**config.mk**
```make
export PLATFORM = sky130hd
export DESIGN_NAME = zet_wb_bridge
export DESIGN_NICKNAME = d
export VERILOG_FILES = /design/src/rtl/zet_wb_bridge.sv
export SDC_FILE = /design/constraint.sdc
export NUM_CORES = 1
export LEC_CHECK = 0
export ABC_AREA = 1
export BUFFER_PORTS_ARGS = -buffer_cell sky130_fd_sc_hd__buf_2
export CORE_ASPECT_RATIO = 1.25
export CORE_MARGIN = 3
export CORE_UTILIZATION = 48
export CTS_CLUSTER_SIZE = 40
export DETAILED_ROUTE_END_ITERATION = 8
export PLACE_DENSITY = 0.8
export REMOVE_ABC_BUFFERS = 1
export SYNTH_ARGS = -nofsm -noshare
export SYNTH_HDL_FRONTEND = slang
export SYNTH_SLANG_ARGS = --single-unit
```
**constraint.sdc**
```tcl
create_clock -name clk -period 1.7 [get_ports clk]
set_clock_uncertainty 0.05 [all_clocks]
set_input_delay 0.17 -clock clk [delete_from_list [all_inputs] [get_ports clk]]
set_output_delay 0.17 -clock clk [all_outputs]
set_load 0.005 [all_outputs]
```
**src/rtl/zet_wb_bridge.sv**
```systemverilog
// zet_wb_bridge: turns the Zet core's flat access request into Wishbone classic
// bus cycles and stalls the core (cpu_block) until the access completes.
// A word access at an odd address becomes two byte cycles inside one
// continuous cyc/stb assertion. Read data is returned aligned to the core.
//
// Optional feature: define ZET_WB_TIMEOUT_EN to terminate an access after
// TIMEOUT clk cycles without ack. Missing read bytes become 8'hFF and bus_err
// pulses for one cycle. Without the macro the bridge waits for ack
// indefinitely and bus_err stays 0.
//
// Ports:
//   clk, rst      clock, synchronous active-high reset
//   cpu_adr_o     20-bit byte address (I/O uses [15:0])
//   cpu_dat_o     write data (byte writes use [7:0])
//   cpu_byte_o    1 = byte access
//   cpu_m_io      1 = I/O space
//   cpu_we_o      1 = write
//   cpu_dat_i     read data to core, valid while cpu_block = 0
//   cpu_block     stall to core
//   wb_*          Wishbone classic master (wb_tga_o = 1 for I/O cycles)
//   bus_err       one-cycle timeout pulse
module zet_wb_bridge #(
  parameter int unsigned TIMEOUT = 255
) (
  input  logic        clk,
  input  logic        rst,
  input  logic [19:0] cpu_adr_o,
  input  logic [15:0] cpu_dat_o,
  input  logic        cpu_byte_o,
  input  logic        cpu_m_io,
  input  logic        cpu_we_o,
  output logic [15:0] cpu_dat_i,
  output logic        cpu_block,
  output logic [18:0] wb_adr_o,
  output logic [1:0]  wb_sel_o,
  output logic [15:0] wb_dat_o,
  input  logic [15:0] wb_dat_i,
  output logic        wb_we_o,
  output logic        wb_tga_o,
  output logic        wb_cyc_o,
  output logic        wb_stb_o,
  input  logic        wb_ack_i,
  output logic        bus_err
);

  localparam int unsigned CNT_W = 10;

  // Reject an out-of-range ack wait limit at elaboration.
  if (TIMEOUT < 1 || TIMEOUT > 1023) begin : g_bad_timeout
    $error("zet_wb_bridge: TIMEOUT must be in 1..1023");
  end

  typedef enum logic [1:0] {IDLE, CYC1, CYC2, DONE} state_t;

  state_t      state_q, state_d;
  logic [19:0] adr_q, adr_d;
  logic [7:0]  dat_hi_q, dat_hi_d;
  logic        byte_q, byte_d;
  logic        we_q, we_d;
  logic        mio_q, mio_d;
  logic        split_q, split_d;
  logic [15:0] result_q, result_d;

  logic [18:0] wb_adr_d;
  logic [1:0]  wb_sel_d;
  logic [15:0] wb_dat_d;
  logic        wb_we_d, wb_tga_d, wb_cyc_d, wb_stb_d;
  logic        bus_err_d;
  logic        cpu_block_d;
  logic [15:0] cpu_dat_d;

  logic [7:0]  lane;
  logic [18:0] next_adr;

`ifdef ZET_WB_TIMEOUT_EN
  logic [CNT_W-1:0] cnt_q, cnt_d;
  logic             expired;
  assign expired = (cnt_q == CNT_W'(TIMEOUT - 1));
`endif

  // Byte lane holding the CYC1 read data.
  assign lane = adr_q[0] ? wb_dat_i[15:8] : wb_dat_i[7:0];

  // Second-cycle word address; I/O space wraps within 16 bits.
  assign next_adr = mio_q ? {4'h0, 15'(adr_q[15:1] + 15'd1)}
                          : 19'(adr_q[19:1] + 19'd1);

  // State and output registers.
  always_ff @(posedge clk) begin
    if (rst) begin
      state_q   <= IDLE;
      adr_q     <= '0;
      dat_hi_q  <= '0;
      byte_q    <= 1'b0;
      we_q      <= 1'b0;
      mio_q     <= 1'b0;
      split_q   <= 1'b0;
      result_q  <= '0;
      wb_adr_o  <= '0;
      wb_sel_o  <= '0;
      wb_dat_o  <= '0;
      wb_we_o   <= 1'b0;
      wb_tga_o  <= 1'b0;
      wb_cyc_o  <= 1'b0;
      wb_stb_o  <= 1'b0;
      bus_err   <= 1'b0;
      cpu_block <= 1'b1;
      cpu_dat_i <= '0;
`ifdef ZET_WB_TIMEOUT_EN
      cnt_q     <= '0;
`endif
    end else begin
      state_q   <= state_d;
      adr_q     <= adr_d;
      dat_hi_q  <= dat_hi_d;
      byte_q    <= byte_d;
      we_q      <= we_d;
      mio_q     <= mio_d;
      split_q   <= split_d;
      result_q  <= result_d;
      wb_adr_o  <= wb_adr_d;
      wb_sel_o  <= wb_sel_d;
      wb_dat_o  <= wb_dat_d;
      wb_we_o   <= wb_we_d;
      wb_tga_o  <= wb_tga_d;
      wb_cyc_o  <= wb_cyc_d;
      wb_stb_o  <= wb_stb_d;
      bus_err   <= bus_err_d;
      cpu_block <= cpu_block_d;
      cpu_dat_i <= cpu_dat_d;
`ifdef ZET_WB_TIMEOUT_EN
      cnt_q     <= cnt_d;
`endif
    end
  end

  // Next-state and next-output logic.
  always_comb begin
    state_d     = state_q;
    adr_d       = adr_q;
    dat_hi_d    = dat_hi_q;
    byte_d      = byte_q;
    we_d        = we_q;
    mio_d       = mio_q;
    split_d     = split_q;
    result_d    = result_q;
    wb_adr_d    = wb_adr_o;
    wb_sel_d    = wb_sel_o;
    wb_dat_d    = wb_dat_o;
    wb_we_d     = wb_we_o;
    wb_tga_d    = wb_tga_o;
    wb_cyc_d    = wb_cyc_o;
    wb_stb_d    = wb_stb_o;
    bus_err_d   = 1'b0;
    cpu_block_d = 1'b1;
    cpu_dat_d   = cpu_dat_i;
`ifdef ZET_WB_TIMEOUT_EN
    cnt_d       = cnt_q;
`endif

    case (state_q)
      IDLE: begin
        // Capture the request and launch the first bus cycle.
        adr_d    = cpu_adr_o;
        dat_hi_d = cpu_dat_o[15:8];
        byte_d   = cpu_byte_o;
        we_d     = cpu_we_o;
        mio_d    = cpu_m_io;
        split_d  = !cpu_byte_o && cpu_adr_o[0];
        result_d = '0;
        wb_adr_d = cpu_adr_o[19:1];
        wb_we_d  = cpu_we_o;
        wb_tga_d = cpu_m_io;
        wb_cyc_d = 1'b1;
        wb_stb_d = 1'b1;
        if (!cpu_byte_o && !cpu_adr_o[0]) begin
          wb_sel_d = 2'b11;
          wb_dat_d = cpu_dat_o;
        end else if (!cpu_adr_o[0]) begin
          wb_sel_d = 2'b01;
          wb_dat_d = {8'h00, cpu_dat_o[7:0]};
        end else begin
          wb_sel_d = 2'b10;
          wb_dat_d = {cpu_dat_o[7:0], 8'h00};
        end
`ifdef ZET_WB_TIMEOUT_EN
        cnt_d = '0;
`endif
        state_d = CYC1;
      end

      CYC1: begin
        if (wb_ack_i) begin
          if (split_q) begin
            // Move to the high byte without releasing cyc/stb.
            result_d[7:0] = lane;
            wb_adr_d      = next_adr;
            wb_sel_d      = 2'b01;
            wb_dat_d      = {8'h00, dat_hi_q};
`ifdef ZET_WB_TIMEOUT_EN
            cnt_d = '0;
`endif
            state_d = CYC2;
          end else begin
            result_d = byte_q ? {8'h00, lane} : wb_dat_i;
            wb_cyc_d = 1'b0;
            wb_stb_d = 1'b0;
            state_d  = DONE;
          end
        end
`ifdef ZET_WB_TIMEOUT_EN
        else if (expired) begin
          result_d  = byte_q ? 16'h00FF : 16'hFFFF;
          wb_cyc_d  = 1'b0;
          wb_stb_d  = 1'b0;
          bus_err_d = 1'b1;
          state_d   = DONE;
        end else begin
          cnt_d = CNT_W'(cnt_q + CNT_W'(1));
        end
`endif
      end

      CYC2: begin
        if (wb_ack_i) begin
          result_d[15:8] = wb_dat_i[7:0];
          wb_cyc_d       = 1'b0;
          wb_stb_d       = 1'b0;
          state_d        = DONE;
        end
`ifdef ZET_WB_TIMEOUT_EN
        else if (expired) begin
          result_d[15:8] = 8'hFF;
          wb_cyc_d       = 1'b0;
          wb_stb_d       = 1'b0;
          bus_err_d      = 1'b1;
          state_d        = DONE;
        end else begin
          cnt_d = CNT_W'(cnt_q + CNT_W'(1));
        end
`endif
      end

      DONE: state_d = IDLE;

      default: state_d = IDLE;
    endcase

    // Release the core for the single DONE cycle; writes return zero.
    if (state_d == DONE) begin
      cpu_block_d = 1'b0;
      cpu_dat_d   = we_q ? 16'h0000 : result_d;
    end
  end

endmodule

```
==> results of run 1 <==
==> power breakdown <==
part	switching (mW)	internal, mW	leakage [nW]	total, mW
sequential	0.140	2.66	0.863	2.80
clock	0.913	1.22	0.149	2.14
combinational	0.644	0.465	1.87	1.11
==> area by class of cell <==
cell class	count	area share (%)
clock buffer	12	4.19
tap	126	2.58
timing repair buffer	151	15.0
clock inverter	4	0.838
multi-input combinational	448	37.3
inverter	89	5.69
sequential	105	34.4
==> kinds of logic (layout without fill, tap and decap cells) <==
| family | count (synthesis) | count (layout) | synth area share (%) |
|---|---|---|---|
| xor+xnor | 2 | 2 | 0.363 |
| other cells | 1 | 1 | 0.0777 |
| buf+inv | 123 | 256 | 10.7 |
| flops | 105 | 105 | 43.5 |
| compound gates | 196 | 196 | 22.1 |
| fa+ha+maj | 6 | 6 | 1.55 |
| simple gates | 243 | 243 | 21.8 |
==> Yosys cell counts, drive strengths merged, types with 2 or more instances <==
library cell    n
nand2         129
dfxtp         105
inv            87
a21oi          86
o21ai          78
nand3          56
nor2           47
buf            21
a22oi          13
clkbuf         13
o22ai           7
ha              6
nand4           6
o211ai          4
o221ai          3
a32oi           2
clkinv          2
nor3            2
or2             2
xnor2           2
==> through the flow <==
stage | instance area, um2 | setup slack [ns]
3_3_place_gp | 5650 | -0.0146
2_1_floorplan | 4650 | -1.08
5_1_grt | 6120 | -0.0323
3_5_place_dp | 5650 | -0.165
4_1_cts | 6040 | 0.00877
6_report | 6120 | 0.0302
==> worst min-delay path by stage <==
stage,start,to,slack (ns),cells after the start
3_5_place_dp,cpu_we_o,we_q,0.35,3
2_1_floorplan,rst,adr_q[0],0.19,1
6_report,cpu_m_io,mio_q,0.02,3
5_1_grt,cpu_m_io,mio_q,0.02,3
3_3_place_gp,cpu_m_io,mio_q,0.34,3
4_1_cts,cpu_m_io,mio_q,0.01,3
==> what timing repair did <==
action                                  in CTS  in global routing
gates resized for setup                     10                 18
hold endpoints to repair                     1                  0
pin swaps                                    3                  4
hold buffers                                 1                  0
buffers inserted                             4                  2
endpoints found under the setup margin      43                 60
==> flip-flops by register name (all words and copies together) (netlist names), 2 cells and up <==
name and cells:
state_q 2, wb_adr_o 19, wb_dat_o 16, dat_hi_q 8
adr_q 20, cpu_dat_i 16, wb_sel_o 2, result_q 16
==> routing by layer <==
layer / wire [um] / global-route usage [%]
met1: 5520 / 30.1
met2: 6940 / 41.3
met3: 927 / 4.01
met4: 285 / 8.81
met5: 0 / 0
==> tightest hold or removal path, delay by kind of cell <==
kind,cells,cell delay [ns]
buffers and inverters,1,0.08
AND/OR/NAND/NOR,2,0.13
==> run summary, run 1 <==
Capturing point of the worst reg2reg path - cpu_dat_i[8]
Die height - 118 um
Placed insts - 912
CTS tree - done
Pwr Total - 6.04 mW
Reg2Reg Setup Slack - 0.03 ns
Yosys reg bits - 105
Max VDD drop - 0.726 mV
Final ANT Viol Nets - 0
Setup_tns - 0 ns
Clock Root Buffer - clkbuf_16
IO Pins - 117
Setup violations, final - 0
Clock Pin Slew Worst Setup and Hold Paths - 0.07 ns
Distinct cells, synth - 36
Synth top area share - 43.5%
Register area share after synthesis - 43.5%
Final #Nets - 868
Row count - 40
Area leader, netlist - dfxtp_1
Highest cell delay on the worst timing path - 0.36 ns
Area of the core - 0.00971 mm2
CTS Sinks - 105
TritonCTS Buffers - 9
Commonest non-fill, non-tap cell in the layout - nand2_1
Fin Hold WS - 0.0207 ns
Final core occ - 63.0%
Crit Path Max Fanout - 10
Levels on crit path - 9
DR vias - 5034
Worst Path Class, Setup - reg2reg
Ys flop type - dfxtp_1
Startpoint types - flop
Non-filler cells, final - 935
Pre-Repair DR Iteration Count - 5
Slowest cell on crit path - dfxtp_2
Synth top area cells - dfxtp_1, nand2_1, a21oi_1, o21ai_0, inv_1
Area occupied by multi-input gates - 0.00228 mm2
Share of layout cells above drive strength 1 - 24.4%
CTS max path bufs - 2
Initial core utilization - 49.7%
First-pass GRT wire length - 22.0 mm
R2r worst-path depth - 9
Leak - 2.88 nW
Final Max Tran Viols - 0
Sequential cell area - 0.00211 mm2
Crit path from - state_q[1]
Vias in the first global route - 4823
Syn Std Cell Area - 0.00483 mm2
Routed vias/inst - 5.38
Layout area overhead - 26.7%
Final hold vios - 0
Largest net degree at the start of global routing - 37
Clock period minus worst slack - 1.67 ns
DIE AREA - 0.0113 mm2
DR WL/cell - 14.6 um
Synth Instances - 676
R2R Path Start - state_q[1]
1st-iter DRT viols - 353
Port Buf Inserts - 115
Synth warn - 0
Placer Congestion - 0.883
Post-synth EDFFs - 0
Drc violations - 0
PD cells - 988 mW/mm2
Max-cap violations - 0
DP Wirelength - 9.72 mm
Critical path capture point type - flop
Final Cycle Share - 98.2%
Worst Path Buf+Inv - 3
Outcome - finished, final reports clean
Worst Path Required - 1.94 ns
H-tree depth - 3
Cell family with the largest share of critical-path delay - simple AND/OR/NAND/NOR gates
Hold crit path type - in2reg
# diodes - 0
Crit path cell chain - buf_4 -> ha_2 -> inv_4 -> a22oi_2 -> nand2_4 -> nor2_8 -> buf_12 -> nand3_1 -> nand2_1
Commonest cells after routing, fill and taps aside - nand2_1, buf_2, dfxtp_1
Asr flop ratio synth - 0%
Achievable frequency - 599 MHz
Syn_area_per_cell - 7.14 um2
WP data arrival - 1.91 ns
Die W - 95.7 um
Total track usage - 24.2%
Antenna violations before repair - 0
Fillers - 891
Gr ovfl total - 0
Routed wire length - 13.7 mm
Crit path capture - cpu_dat_i[8]
Worst-skew pair later-pin latency - 0.35 ns
No activity file was read; power rests on OpenSTA's default activity.
==> run 2, diff against run 1 <==
--- a/config.mk
+++ b/config.mk
@@ -7,12 +7,13 @@
 export LEC_CHECK = 0
 export ABC_AREA = 1
 export BUFFER_PORTS_ARGS = -buffer_cell sky130_fd_sc_hd__buf_2
+export CAP_MARGIN = 25
 export CORE_ASPECT_RATIO = 1.25
 export CORE_MARGIN = 3
-export CORE_UTILIZATION = 48
+export CORE_UTILIZATION = 50
 export CTS_CLUSTER_SIZE = 40
 export DETAILED_ROUTE_END_ITERATION = 8
-export PLACE_DENSITY = 0.8
+export PLACE_DENSITY = 0.79
 export REMOVE_ABC_BUFFERS = 1
 export SYNTH_ARGS = -nofsm -noshare
 export SYNTH_HDL_FRONTEND = slang
==> constraint.sdc (replaced) <==
create_clock -name clk -period 1.8 [get_ports clk]
set_clock_uncertainty 0.05 [all_clocks]
set_input_delay 0.18 -clock clk [delete_from_list [all_inputs] [get_ports clk]]
set_output_delay 0.18 -clock clk [all_outputs]
set_load 0.005 [all_outputs]
==> run 2 against run 1 <==
Against the previous run: maximum frequency decreased by 1.5%; global-route usage increased by 0.73 points; highest routed layer unchanged; sequential power decreased by 6%; cell count decreased by 1.4%; setup slack improved by 0.074 ns; register-to-register slack improved by 0.07 ns; via count decreased by 0.32%; non-clock buffer count decreased by 10; routed wire length decreased by 1.2%; first-iteration DRC count decreased by 25%.
==> run summary, run 2 (synthesis results as in run 1) <==
Final hold vios - 0
Switching Fraction - 27.8%
DP Wirelength - 9.91 mm
Worst Hold Path Cells - 3
Initial core utilization - 52.1%
Commonest cells after routing, fill and taps aside - nand2_1, buf_2, dfxtp_1
WP data arrival - 1.94 ns
R2R Path Start - state_q[1]
IO Pins - 117
Placer Congestion - 0.888
Final Max Tran Viols - 0
Dpl cell area - 0.00562 mm2
Achievable frequency - 590 MHz
Worst Path Required - 2.04 ns
Max VDD drop - 0.607 mV
Pre-Repair DR Iteration Count - 7
CTS tree - done
Final ANT Viol Nets - 0
Hold endpoint - we_q
Crit Path Max Fanout - 11
1st-iter DRT viols - 263
Sw power - 1.58 mW
Largest net degree at the start of global routing - 42
Setup_tns - 0 ns
Share of layout cells above drive strength 1 - 22.4%
Non-filler cells, final - 922
Worst-skew pair later-pin latency - 0.35 ns
Gr ovfl total - 0
Final Worst Setup Slack - 0.105 ns
Antenna violations before repair - 0
Clock Root Buffer - clkbuf_16
Clock Pin Slew Worst Setup and Hold Paths - 0.07 ns
Routed vias/inst - 5.44
Top flop regs - adr_q x20, wb_adr_o x19
Final Cycle Share - 94.2%
DIE AREA - 0.0109 mm2
Row count - 39
CTS Sinks - 105
# diodes - 0
Setup violations, final - 0
Commonest non-fill, non-tap cell in the layout - nand2_1
Area of the core - 0.00927 mm2
Startpoint types - flop
Pre-CTS setup slack - -0.0366 ns
PD cells - 952 mW/mm2
DR vias - 5018
Critical path capture point type - flop
Total track usage - 24.9%
Capturing point of the worst reg2reg path - cpu_dat_i[14]
Max-cap violations - 0
H-tree depth - 3
Combinational Power Share - 17.7%
Pint - 4.11 mW
Placed insts - 905
Fillers - 861
Max transition margin - 65.1%
Die W - 93.9 um
Clock power frac - 36.1%
First-pass GRT wire length - 21.9 mm
Clock period minus worst slack - 1.70 ns
Startpoint of the worst hold path - cpu_we_o
Leak - 2.83 nW
Hold crit path type - in2reg
Final core occ - 64.5%
Final non-filler cell area - 0.00598 mm2
Final #Nets - 858
Die height - 116 um
Port Buf Inserts - 115
Layout area overhead - 23.9%
DR WL/cell - 14.6 um
Fin Hold WS - 0.00727 ns
Routed wire length - 13.5 mm
Worst Tran Pin Value - 0.519 ns
Max reg flops - 20
Sequential power share - 46.2%
Reg2Reg Setup Slack - 0.10 ns
Register with the most flip-flops - adr_q
CTS max path bufs - 2
Vias in the first global route - 4862
Drc violations - 0
TritonCTS Buffers - 9
Outcome - finished, final reports clean
Worst Path Class, Setup - reg2reg
R2r worst-path depth - 9
Pwr Total - 5.69 mW
## run 2: worst max-delay path by stage
stage / startpoint / endpoint / slack (ns)
after CTS: state_q[0] / wb_adr_o[16] / 0.03
final: state_q[1] / cpu_dat_i[14] / 0.10
after detailed placement: state_q[1] / cpu_dat_i[5] / -0.04
after global placement: state_q[1] / cpu_dat_i[3] / 0.07
after global routing: state_q[1] / cpu_dat_i[14] / -0.03
after floorplan: state_q[0] / wb_adr_o[2] / -0.98
## run 2: power groups by stage
stage / logic [mW] / registers [mW] / clock network [mW]
3_5_place_dp: 0.974 / 2.68 / 0
3_3_place_gp: 0.947 / 2.67 / 0
6_report: 1.01 / 2.63 / 2.05
2_1_floorplan: 0.501 / 2.67 / 0
4_1_cts: 0.983 / 2.63 / 2.07
5_1_grt: 1.13 / 2.65 / 2.17
## run 2: cell type report
cell class | instances | area (um2) | area share [%]
multi-input combinational | 448 | 2250 | 37.7
sequential | 105 | 2100 | 35.2
timing repair buffer | 141 | 821 | 13.7
inverter | 89 | 334 | 5.58
clock buffer | 12 | 267 | 4.45
tap | 123 | 154 | 2.57
clock inverter | 4 | 50.0 | 0.836
## run 2: layer usage
| layer | global-route usage [%] | routed length [um] |
|---|---|---|
| met1 | 28.6 | 5440 |
| met2 | 45.0 | 6900 |
| met3 | 3.38 | 759 |
| met4 | 12.7 | 408 |
| met5 | 0 | 0 |
## run 2: what timing repair did
action	in CTS	in global routing
endpoints found under the setup margin	26	45
pin swaps	0	1
resized for setup	2	10
setup buffers	0	1
hold buffers	0	0
## run 2: worst max-delay path, cell delays in order (launching register included)
cell     delay (ns)
dfxtp_1        0.31
inv_1          0.15
ha_4           0.23
buf_4          0.15
o21ai_0        0.11
nand2_1        0.24
nand2_1        0.08
nand2_1        0.11
nand3_1        0.11
nand2_1        0.08
